## config.mk

```make
export PLATFORM = sky130hd
export DESIGN_NAME = sram_arbiter_flat
export DESIGN_NICKNAME = d
export VERILOG_FILES = /design/src/rtl/sram_arbiter_if.sv /design/src/rtl/sram_arbiter.sv /design/src/flat_wrapper.sv
export SDC_FILE = /design/constraint.sdc
export NUM_CORES = 1
export LEC_CHECK = 0
export CAP_MARGIN = 20
export CORE_UTILIZATION = 41
export DETAILED_ROUTE_END_ITERATION = 12
export PLACE_DENSITY = 0.87
export SLEW_MARGIN = 20
export SYNTH_ARGS = -nofsm -noshare
export SYNTH_HDL_FRONTEND = slang
export SYNTH_SLANG_ARGS = --single-unit
```

## constraint.sdc

```tcl
create_clock -name i_clk -period 1.9 [get_ports i_clk]
set_input_delay 0.19 -clock i_clk [delete_from_list [all_inputs] [get_ports i_clk]]
set_output_delay 0.19 -clock i_clk [all_outputs]
set_load 0.02 [all_outputs]
```

## src/rtl/sram_arbiter_if.sv

```systemverilog
`default_nettype none
// ============================================================================
// Module      : sram_arbiter_if
// Description : Bundle of the two requester ports (A = CPU, B = Ethmac DMA)
//               and the external asynchronous SRAM pins seen by sram_arbiter.
//               The slave modport is the arbiter's view; the master modport
//               is the view of whatever drives the requests and models the
//               SRAM.
// Revision    : 1.0 - initial release
// ============================================================================
interface sram_arbiter_if;

  // Port A (CPU)
  logic        i_a_req;
  logic        i_a_we;
  logic [22:0] i_a_addr;
  logic [7:0]  i_a_wdata;
  logic        o_a_ack;
  logic [7:0]  o_a_rdata;

  // Port B (Ethmac DMA)
  logic        i_b_req;
  logic        i_b_we;
  logic [22:0] i_b_addr;
  logic [7:0]  i_b_wdata;
  logic        o_b_ack;
  logic [7:0]  o_b_rdata;

  // External SRAM
  logic [3:0]  o_sram_cs_n;
  logic        o_sram_read_n;
  logic        o_sram_write_n;
  logic [20:0] o_sram_addr;
  logic [7:0]  o_sram_wdata;
  logic        o_sram_data_oe;
  logic [7:0]  i_sram_rdata;

  modport slave (
    input  i_a_req, i_a_we, i_a_addr, i_a_wdata,
    input  i_b_req, i_b_we, i_b_addr, i_b_wdata,
    input  i_sram_rdata,
    output o_a_ack, o_a_rdata, o_b_ack, o_b_rdata,
    output o_sram_cs_n, o_sram_read_n, o_sram_write_n,
    output o_sram_addr, o_sram_wdata, o_sram_data_oe
  );

  modport master (
    output i_a_req, i_a_we, i_a_addr, i_a_wdata,
    output i_b_req, i_b_we, i_b_addr, i_b_wdata,
    output i_sram_rdata,
    input  o_a_ack, o_a_rdata, o_b_ack, o_b_rdata,
    input  o_sram_cs_n, o_sram_read_n, o_sram_write_n,
    input  o_sram_addr, o_sram_wdata, o_sram_data_oe
  );

endinterface
`default_nettype wire

```

## src/rtl/sram_arbiter.sv

```systemverilog
`default_nettype none
// ============================================================================
// Module      : sram_arbiter
// Description : Two-port arbiter in front of four 8-bit asynchronous SRAM
//               chips. Each access runs IDLE -> SETUP -> ACCESS(WAIT_STATES)
//               -> HOLD -> IDLE, with all SRAM pins driven from registers.
//               Simultaneous requests are resolved round robin.
//               Build option: define SRAM_ARB_FIXED_PRIO_EN to give port A
//               fixed priority (the round-robin pointer is then removed).
// Revision    : 1.0 - initial release
// ============================================================================
module sram_arbiter #(
  parameter int WAIT_STATES = 2   // strobe-low cycles, legal 1..15
) (
  input  logic          i_clk,
  input  logic          i_reset,
  sram_arbiter_if.slave bus
);

  // Down-counter start value: ACCESS ends when the counter has reached zero.
  localparam logic [3:0] C_WS_LOAD = 4'(WAIT_STATES - 1);

  typedef enum logic [1:0] {
    S_IDLE   = 2'd0,
    S_SETUP  = 2'd1,
    S_ACCESS = 2'd2,
    S_HOLD   = 2'd3
  } state_t;

  state_t r_state;
  state_t w_state_nxt;

  // Latched transaction and registered pin state
  logic [3:0]  r_cnt,       w_cnt_nxt;
  logic        r_we,        w_we_nxt;
  logic        r_grant_b,   w_grant_b_nxt;
  logic [3:0]  r_cs_n,      w_cs_n_nxt;
  logic        r_read_n,    w_read_n_nxt;
  logic        r_write_n,   w_write_n_nxt;
  logic [20:0] r_addr,      w_addr_nxt;
  logic [7:0]  r_wdata,     w_wdata_nxt;
  logic        r_oe,        w_oe_nxt;
  logic        r_a_ack,     w_a_ack_nxt;
  logic        r_b_ack,     w_b_ack_nxt;
  logic [7:0]  r_a_rdata,   w_a_rdata_nxt;
  logic [7:0]  r_b_rdata,   w_b_rdata_nxt;

  // Request selection
  logic        w_any_req;
  logic        w_grant;
  logic        w_pick_b;
  logic        w_sel_we;
  logic [22:0] w_sel_addr;
  logic [7:0]  w_sel_wdata;

  assign w_any_req = bus.i_a_req | bus.i_b_req;
  assign w_grant   = (r_state == S_IDLE) && w_any_req;

`ifdef SRAM_ARB_FIXED_PRIO_EN
  // B is only chosen when A is not asking.
  assign w_pick_b = ~bus.i_a_req;
`else
  logic r_last_b;   // 1 = port B won the most recent grant

  // On a tie, the port that did not win last time gets the grant.
  assign w_pick_b = bus.i_b_req & (~bus.i_a_req | ~r_last_b);

  // Round-robin pointer: remember the winner of every grant.
  always_ff @(posedge i_clk) begin
    if (i_reset) begin
      r_last_b <= 1'b1;
    end else if (w_grant) begin
      r_last_b <= w_pick_b;
    end
  end
`endif

  assign w_sel_we    = w_pick_b ? bus.i_b_we    : bus.i_a_we;
  assign w_sel_addr  = w_pick_b ? bus.i_b_addr  : bus.i_a_addr;
  assign w_sel_wdata = w_pick_b ? bus.i_b_wdata : bus.i_a_wdata;

  // FSM state register.
  always_ff @(posedge i_clk) begin
    if (i_reset) begin
      r_state <= S_IDLE;
    end else begin
      r_state <= w_state_nxt;
    end
  end

  // Next state and next pin values; pins are registered so every SRAM
  // signal changes cleanly on the clock edge that enters the new state.
  always_comb begin
    w_state_nxt   = r_state;
    w_cnt_nxt     = r_cnt;
    w_we_nxt      = r_we;
    w_grant_b_nxt = r_grant_b;
    w_cs_n_nxt    = r_cs_n;
    w_addr_nxt    = r_addr;
    w_wdata_nxt   = r_wdata;
    w_oe_nxt      = r_oe;
    w_read_n_nxt  = 1'b1;
    w_write_n_nxt = 1'b1;
    w_a_ack_nxt   = 1'b0;
    w_b_ack_nxt   = 1'b0;
    w_a_rdata_nxt = r_a_rdata;
    w_b_rdata_nxt = r_b_rdata;

    case (r_state)
      S_IDLE: begin
        if (w_any_req) begin
          w_state_nxt   = S_SETUP;
          w_grant_b_nxt = w_pick_b;
          w_we_nxt      = w_sel_we;
          w_cs_n_nxt    = ~(4'b0001 << w_sel_addr[22:21]);
          w_addr_nxt    = w_sel_addr[20:0];
          w_wdata_nxt   = w_sel_wdata;
          w_oe_nxt      = w_sel_we;
        end
      end

      S_SETUP: begin
        w_state_nxt   = S_ACCESS;
        w_cnt_nxt     = C_WS_LOAD;
        w_read_n_nxt  = r_we;
        w_write_n_nxt = ~r_we;
      end

      S_ACCESS: begin
        if (r_cnt == 4'd0) begin
          // Last strobe cycle: release strobe, ack, and capture read data.
          w_state_nxt = S_HOLD;
          w_a_ack_nxt = ~r_grant_b;
          w_b_ack_nxt = r_grant_b;
          if (!r_we) begin
            if (r_grant_b) begin
              w_b_rdata_nxt = bus.i_sram_rdata;
            end else begin
              w_a_rdata_nxt = bus.i_sram_rdata;
            end
          end
        end else begin
          w_cnt_nxt     = r_cnt - 4'd1;
          w_read_n_nxt  = r_we;
          w_write_n_nxt = ~r_we;
        end
      end

      S_HOLD: begin
        // cs/addr/data were held through HOLD; release them for IDLE.
        w_state_nxt = S_IDLE;
        w_cs_n_nxt  = 4'hF;
        w_oe_nxt    = 1'b0;
      end

      default: begin
        w_state_nxt = S_IDLE;
      end
    endcase
  end

  // Transaction latches and output pin registers.
  always_ff @(posedge i_clk) begin
    if (i_reset) begin
      r_cnt     <= 4'd0;
      r_we      <= 1'b0;
      r_grant_b <= 1'b0;
      r_cs_n    <= 4'hF;
      r_read_n  <= 1'b1;
      r_write_n <= 1'b1;
      r_addr    <= 21'd0;
      r_wdata   <= 8'd0;
      r_oe      <= 1'b0;
      r_a_ack   <= 1'b0;
      r_b_ack   <= 1'b0;
      r_a_rdata <= 8'd0;
      r_b_rdata <= 8'd0;
    end else begin
      r_cnt     <= w_cnt_nxt;
      r_we      <= w_we_nxt;
      r_grant_b <= w_grant_b_nxt;
      r_cs_n    <= w_cs_n_nxt;
      r_read_n  <= w_read_n_nxt;
      r_write_n <= w_write_n_nxt;
      r_addr    <= w_addr_nxt;
      r_wdata   <= w_wdata_nxt;
      r_oe      <= w_oe_nxt;
      r_a_ack   <= w_a_ack_nxt;
      r_b_ack   <= w_b_ack_nxt;
      r_a_rdata <= w_a_rdata_nxt;
      r_b_rdata <= w_b_rdata_nxt;
    end
  end

  assign bus.o_sram_cs_n    = r_cs_n;
  assign bus.o_sram_read_n  = r_read_n;
  assign bus.o_sram_write_n = r_write_n;
  assign bus.o_sram_addr    = r_addr;
  assign bus.o_sram_wdata   = r_wdata;
  assign bus.o_sram_data_oe = r_oe;
  assign bus.o_a_ack        = r_a_ack;
  assign bus.o_b_ack        = r_b_ack;
  assign bus.o_a_rdata      = r_a_rdata;
  assign bus.o_b_rdata      = r_b_rdata;

endmodule
`default_nettype wire
```

## src/flat_wrapper.sv

```systemverilog
// flat-port wrapper written by rule: the top's interface ports become plain ports
module sram_arbiter_flat 
#(
  parameter int WAIT_STATES = 2                                    
)
  (i_clk, i_reset, bus_i_a_req, bus_i_a_we, bus_i_a_addr, bus_i_a_wdata, bus_i_b_req, bus_i_b_we, bus_i_b_addr, bus_i_b_wdata, bus_i_sram_rdata, bus_o_a_ack, bus_o_a_rdata, bus_o_b_ack, bus_o_b_rdata, bus_o_sram_cs_n, bus_o_sram_read_n, bus_o_sram_write_n, bus_o_sram_addr, bus_o_sram_wdata, bus_o_sram_data_oe);
  sram_arbiter_if bus_i ();
  input  logic i_clk;
  input  logic i_reset;
  input wire logic [$bits(bus_i.i_a_req)-1:0] bus_i_a_req;
  input wire logic [$bits(bus_i.i_a_we)-1:0] bus_i_a_we;
  input wire logic [$bits(bus_i.i_a_addr)-1:0] bus_i_a_addr;
  input wire logic [$bits(bus_i.i_a_wdata)-1:0] bus_i_a_wdata;
  input wire logic [$bits(bus_i.i_b_req)-1:0] bus_i_b_req;
  input wire logic [$bits(bus_i.i_b_we)-1:0] bus_i_b_we;
  input wire logic [$bits(bus_i.i_b_addr)-1:0] bus_i_b_addr;
  input wire logic [$bits(bus_i.i_b_wdata)-1:0] bus_i_b_wdata;
  input wire logic [$bits(bus_i.i_sram_rdata)-1:0] bus_i_sram_rdata;
  output wire logic [$bits(bus_i.o_a_ack)-1:0] bus_o_a_ack;
  output wire logic [$bits(bus_i.o_a_rdata)-1:0] bus_o_a_rdata;
  output wire logic [$bits(bus_i.o_b_ack)-1:0] bus_o_b_ack;
  output wire logic [$bits(bus_i.o_b_rdata)-1:0] bus_o_b_rdata;
  output wire logic [$bits(bus_i.o_sram_cs_n)-1:0] bus_o_sram_cs_n;
  output wire logic [$bits(bus_i.o_sram_read_n)-1:0] bus_o_sram_read_n;
  output wire logic [$bits(bus_i.o_sram_write_n)-1:0] bus_o_sram_write_n;
  output wire logic [$bits(bus_i.o_sram_addr)-1:0] bus_o_sram_addr;
  output wire logic [$bits(bus_i.o_sram_wdata)-1:0] bus_o_sram_wdata;
  output wire logic [$bits(bus_i.o_sram_data_oe)-1:0] bus_o_sram_data_oe;
  assign bus_i.i_a_req = bus_i_a_req;
  assign bus_i.i_a_we = bus_i_a_we;
  assign bus_i.i_a_addr = bus_i_a_addr;
  assign bus_i.i_a_wdata = bus_i_a_wdata;
  assign bus_i.i_b_req = bus_i_b_req;
  assign bus_i.i_b_we = bus_i_b_we;
  assign bus_i.i_b_addr = bus_i_b_addr;
  assign bus_i.i_b_wdata = bus_i_b_wdata;
  assign bus_i.i_sram_rdata = bus_i_sram_rdata;
  assign bus_o_a_ack = bus_i.o_a_ack;
  assign bus_o_a_rdata = bus_i.o_a_rdata;
  assign bus_o_b_ack = bus_i.o_b_ack;
  assign bus_o_b_rdata = bus_i.o_b_rdata;
  assign bus_o_sram_cs_n = bus_i.o_sram_cs_n;
  assign bus_o_sram_read_n = bus_i.o_sram_read_n;
  assign bus_o_sram_write_n = bus_i.o_sram_write_n;
  assign bus_o_sram_addr = bus_i.o_sram_addr;
  assign bus_o_sram_wdata = bus_i.o_sram_wdata;
  assign bus_o_sram_data_oe = bus_i.o_sram_data_oe;
  sram_arbiter #(.WAIT_STATES(WAIT_STATES)) u_core (.i_clk(i_clk), .i_reset(i_reset), .bus(bus_i));
endmodule
```

== Yosys cells after proc, flatten, opt, wreduce, memory -nomap -nowiden ==
Cells that the tools add are included.

* Bitwise gates (word level): 10
* Reductions and logical operators: 12
* Shift-type cells: 1
* Multiplexer cells: 16
* Add/sub/neg operators: 1
* Equality and inequality tests: 6

{| class="wikitable"
|+ Operator list
! cell !! count
|-
| $mux 23 || 1
|-
| $pmux 4 s2 || 2
|-
| $mux 4 || 2
|-
| $mux 8 || 1
|-
| $pmux 2 s4 || 1
|-
| $reduce_and 2->1 || 4
|-
| $reduce_and 4->1 || 2
|-
| $not 1->1 || 6
|-
| $pmux 1 s2 || 3
|-
| $eq 2x2->1 const B || 2
|-
| $logic_not 4->1 || 1
|-
| $mux 1 || 4
|-
| $mux 2 || 2
|-
| $ne 2x1->1 const B || 2
|-
| $not 4->4 || 1
|-
| $reduce_bool 2->1 || 2
|-
| $shl 1x2->4 const A || 1
|-
| $sub 4x1->4 const B || 1
|-
| $reduce_or 3->1 || 1
|-
| $eq 2x1->1 const B || 1
|-
| $logic_not 2->1 || 1
|-
| $ne 2x2->1 const B || 1
|-
| $or 1x1->1 || 2
|-
| $and 1x1->1 || 1
|-
| $logic_and 1x1->1 || 1
|}

* Register bits: 63
* Bits of input ports: 76
* Output and inout port bits: 54
* Word-level logic and storage cells: 61

== Depth between registers and ports, before layout ==
* Word-level depth: 8
* Mapped depth: 6
* Mapped depth without buffers: 5

== Worst setup path after synthesis ==
No wires, ideal clock.

* Path type: register -> register
* Start point: register u_core.r_state[0]
* End point: register u_core.r_state[1]
* Stages on the path, launching flop included: 6
* Clock period less this slack: 1.603 ns
* Buffers on the path: 0
* Setup slack: 0.297 ns
* Data arrival time: 1.482 ns
* Setup time: 0.121 ns
* Required time: 1.779 ns
* Path through: dfxtp_1 > inv_1 > ha_1 > or3b_4 > o21ai_2 > mux2_2

* Cells in the longest elaborated chain, start to end: 3
* Elaborated cells between the ends (all ways): 8
* Those cells by class: eq/ne: 5; mux: 1; reduce/logical: 2

{| class="wikitable"
|+ Ends and longest elaborated chain
! item !! line !! source
|-
| start: declaration || sram_arbiter.sv:30 || <nowiki>state_t r_state;</nowiki>
|-
| start signal: assignment || sram_arbiter.sv:87 || <nowiki>r_state <= w_state_nxt;</nowiki>
|-
| $eq 2x2->1 or $logic_not 2->1 (tied branches) || sram_arbiter.sv:109 || <nowiki>case (r_state)</nowiki>
|-
| $ne 2x1->1 (no line) || n/a ||
|-
| $reduce_and 2->1 (no line) || n/a ||
|}

Several ways; a longest one is shown, not always the timed one.
A chain may end at the register's enable or synchronous reset.

== Worst setup path after layout ==
* Start point: register u_core.r_state[0]
* End point: register u_core.r_b_rdata[7] (netlist: u_core.bus.o_b_rdata[7])

* Cells in the longest elaborated chain, start to end: 2

{| class="wikitable"
|+ Ends and longest elaborated chain
! item !! line !! source
|-
| $eq 2x2->1 || sram_arbiter.sv:109 ||
|-
| $reduce_and 4->1 (no line) || n/a ||
|-
| end signal: assignment || sram_arbiter.sv:191 || <nowiki>r_b_rdata <= w_b_rdata_nxt;</nowiki>
|-
| end: declaration || sram_arbiter.sv:46 || <nowiki>logic [7:0] r_b_rdata, w_b_rdata_nxt;</nowiki>
|}

No other way between the ends.

==> impl_results.md <==
- Setup-failing EPs final: 0
- Worst setup SP type: register
- Remaining Overflow, GRT: 0
- Post-Synthesis Cell Area: ~0.0029 sq mm
- Initial DRC Count: 143
- Total number of yosys warnings: 0
- Post-CTS sizing: 0
- Post-synthesis adder-cell area fraction: ~3.1%
- Final HPWL DP: ~5500 microns
- Setup TNS: 0 ps
- Max-slew violations: 0
- DRT Pass-1 Iters: 8
- Worst Tran Pin Value: between 400 and 500 ps
- Die X: 85.38 microns
- Worst slew margin: approximately 70%
- Async SR Flop Fraction: 0%
- Dominant synthesized flop cell: dfxtp_1
- Via count: about 2700
- Worst hold margin: 416.1 ps
- Fraction of layout cells with a size suffix above 1: ~8.4%
- Post-synth EDFFs: 0
- VDD IR-drop max: ~0.72 mV
- Share of synthesized area spent on multiplexers: around 18%
- Failing checks: design-rule violations
- I/O pins: 130
- WL/cell: 14.92 microns
- Post-synthesis simple-gate area fraction: 11.68%
- Initial antenna violation count: 0
- CP max stage cell: ha_1
- Avg Synthesized Cell Area: about 10 sq um
- Crit end category: register
- Clock Skew: between 10 and 15 ps
- Post-layout total power: roughly 5.7 mW
- FMAX: around 600 MHz
- Synth Area in Compound Gates: 17.69%
- Placer Congestion: between 0.7 and 0.8
- Largest family of logic cells by synthesized area: compound AO/OA/AOI/OAI gates
- HP Class: in -> reg
- Placed insts: slightly below 500
- Global-route wire length before repair: between 10000 and 15000 microns
- Avg Vias per Cell: between 5 and 6
- Synth-to-Final Area Change: 56.76%
- RSZ-0062 raised after global routing: false
- Nets: 505
- GR Util All Layers: 21.73%
- Critical-path cell list: inv_1 -> ha_1 -> and4bb_2 -> nand3_4 -> mux2i_1
- Max-Cap Viols: 0
- Root Buffer Master: clkbuf_8
- Most common cell after layout, fill and taps aside: clkdlybuf4s50_1
- Fin. Hold Viols: 0
- CTS Sinks: 63
- WP data arrival: 1980 ps
- FP Rows: 30
- #FFs+latches synth: 63
- Mapped Cells: 291
- Worst Path Required: 2170 ps
- Largest net degree at the start of global routing: 59
- Max clock buf depth: 2
- Post-synthesis sequential area ratio: 44.25%
- Final wirelength: approximately 7600 microns
- CTS Hold Bufs: 0
- Worst-Skew Late Latency: about 350 ps
- Pwr/cell area: 1279 mW/mm^2
- Utilization after layout: between 60% and 70%
- Synth cell types: 42
- Peak fanout along the critical path: 9
- TritonCTS clock tree: built
- Static Leak: 1.751 nW
- Non-Filler Instances: slightly above 500
- Clock transition at path regs: around 80 ps
- Die span in y: ~85 microns
- Period minus WS final: about 1700 ps
- Port-buffer cells: 129
- Slowest stage delay, CP: between 300 and 400 ps
- CTS Buf Count: 9
- Inserted Diodes: 0
- Core box area: 0.006756 sq mm
- Vias in the first global route: about 2700
- Run status: finished, violations left
- Most frequent cells in the layout: 129 x clkdlybuf4s50_1, 63 x dfxtp_1, 48 x mux2i_1
- Final period util: approximately nine tenths
- Die footprint: between 0.007 and 0.008 sq mm
- Final ANT Viol Nets: 0
- Number of H-tree levels: 3
- Syn nets: between 300 and 400
- Starting density of the core: between 40% and 50%
- Xor and xnor area share after synthesis: 0%
- # DRC: 1
- Postcts setup bufs: 0
- Crit Path Category: reg -> reg
[registers in the layout, indices dropped and copies added, names as in the netlist]
name,flops
u_core.bus.o_sram_wdata,8
u_core.r_last_b,1
u_core.bus.o_b_ack,1
u_core.bus.o_sram_data_oe,1
u_core.bus.o_sram_write_n,1
u_core.bus.o_sram_addr,21
u_core.r_state,2
u_core.bus.o_sram_read_n,1
u_core.bus.o_sram_cs_n,4
u_core.r_we,1
u_core.bus.o_a_rdata,8
u_core.bus.o_a_ack,1
u_core.bus.o_b_rdata,8
u_core.r_grant_b,1
u_core.r_cnt,4
[layout make-up]
class	count	area, sq um
Clock inverter	7	121.4
Multi-Input combinational cell	202	1435
Tap cell	80	100.1
Fill cell	549	2288
Timing Repair Buffer	138	1396
Inverter	8	30.03
Clock buffer	9	123.9
Sequential cell	63	1261
[worst max-delay path: cells and delay by family, from the launching register on]
family                     cells  cell delay [ps]
and+or+nand+nor                2              580
adders and majority gates      1              390
DFF                            1              330
muxes                          1              220
buffers and inverters          1              120
[power by group]
group	internal [mW]	switching, mW
clock network	0.875	0.546
registers	1.68	0.208
logic	1.15	1.25
[layer usage]
| metal | up-vias | GRT usage, % | part of all wire (%) |
|---|---|---|---|
| met2 | 107 | 35.04 | 48 |
| met3 | 24 | 8.560 | 7.7 |
| met5 | - | 0 | 0 |
| met1 | 1249 | 25.00 | 41 |
| met4 | 0 | 11.21 | 3.8 |
| li1 | 1306 | - | - |
[Yosys cell counts (2+ instances only)]
cell	count	area share, %
a32o_1	4	1.4
ha_1	7	3.1
nand2_1	28	3.7
dfxtp_1	63	44
clkbuf_1	9	1.2
mux2i_1	48	17
nor3_1	2	0.35
buf_12	3	2.1
nor3b_1	3	0.79
a21oi_1	31	5.4
buf_2	3	0.53
mux2_2	2	0.79
o21a_1	2	0.53
a2bb2oi_1	4	1.2
and3_1	2	0.44
nand2b_1	5	1.1
inv_1	8	1.1
o21ai_0	35	6.1
nor2_1	9	1.2
[cell families (layout without fill, tap and decap cells)]
family	Yosys count	count (layout)
and+or+nand+nor	59	59
muxes	50	50
DFF	63	63
AOI/OAI and AO/OA	86	86
buffers and inverters	26	162
adders and majority gates	7	7
[per-stage QoR]
stage | cell area, sq um | setup slack (ps)
finish | 4468 | 183.8
global route | 4468 | 79.16
CTS | 4468 | 178.6
detailed placement | 4223 | 106.2
global placement | 4223 | 180.4
floorplan | 2850 | 297.4
[path summary, 6_finish.rpt]
path                                        start                                   end  slack [ps]  depth (start not counted)
min                           bus_i_sram_rdata[4]  u_core.bus.o_b_rdata[4]$_SDFFE_PP0P_         420                          3
max reg2reg        u_core.r_state[0]$_SDFFE_PP0P_  u_core.bus.o_b_rdata[7]$_SDFFE_PP0P_         180                          5
max                u_core.r_state[0]$_SDFFE_PP0P_  u_core.bus.o_b_rdata[7]$_SDFFE_PP0P_         180                          5
min reg2reg  u_core.bus.o_a_rdata[1]$_SDFFE_PP0P_  u_core.bus.o_a_rdata[1]$_SDFFE_PP0P_         460                          2
Note: power is estimated with default switching activity, not from simulation.
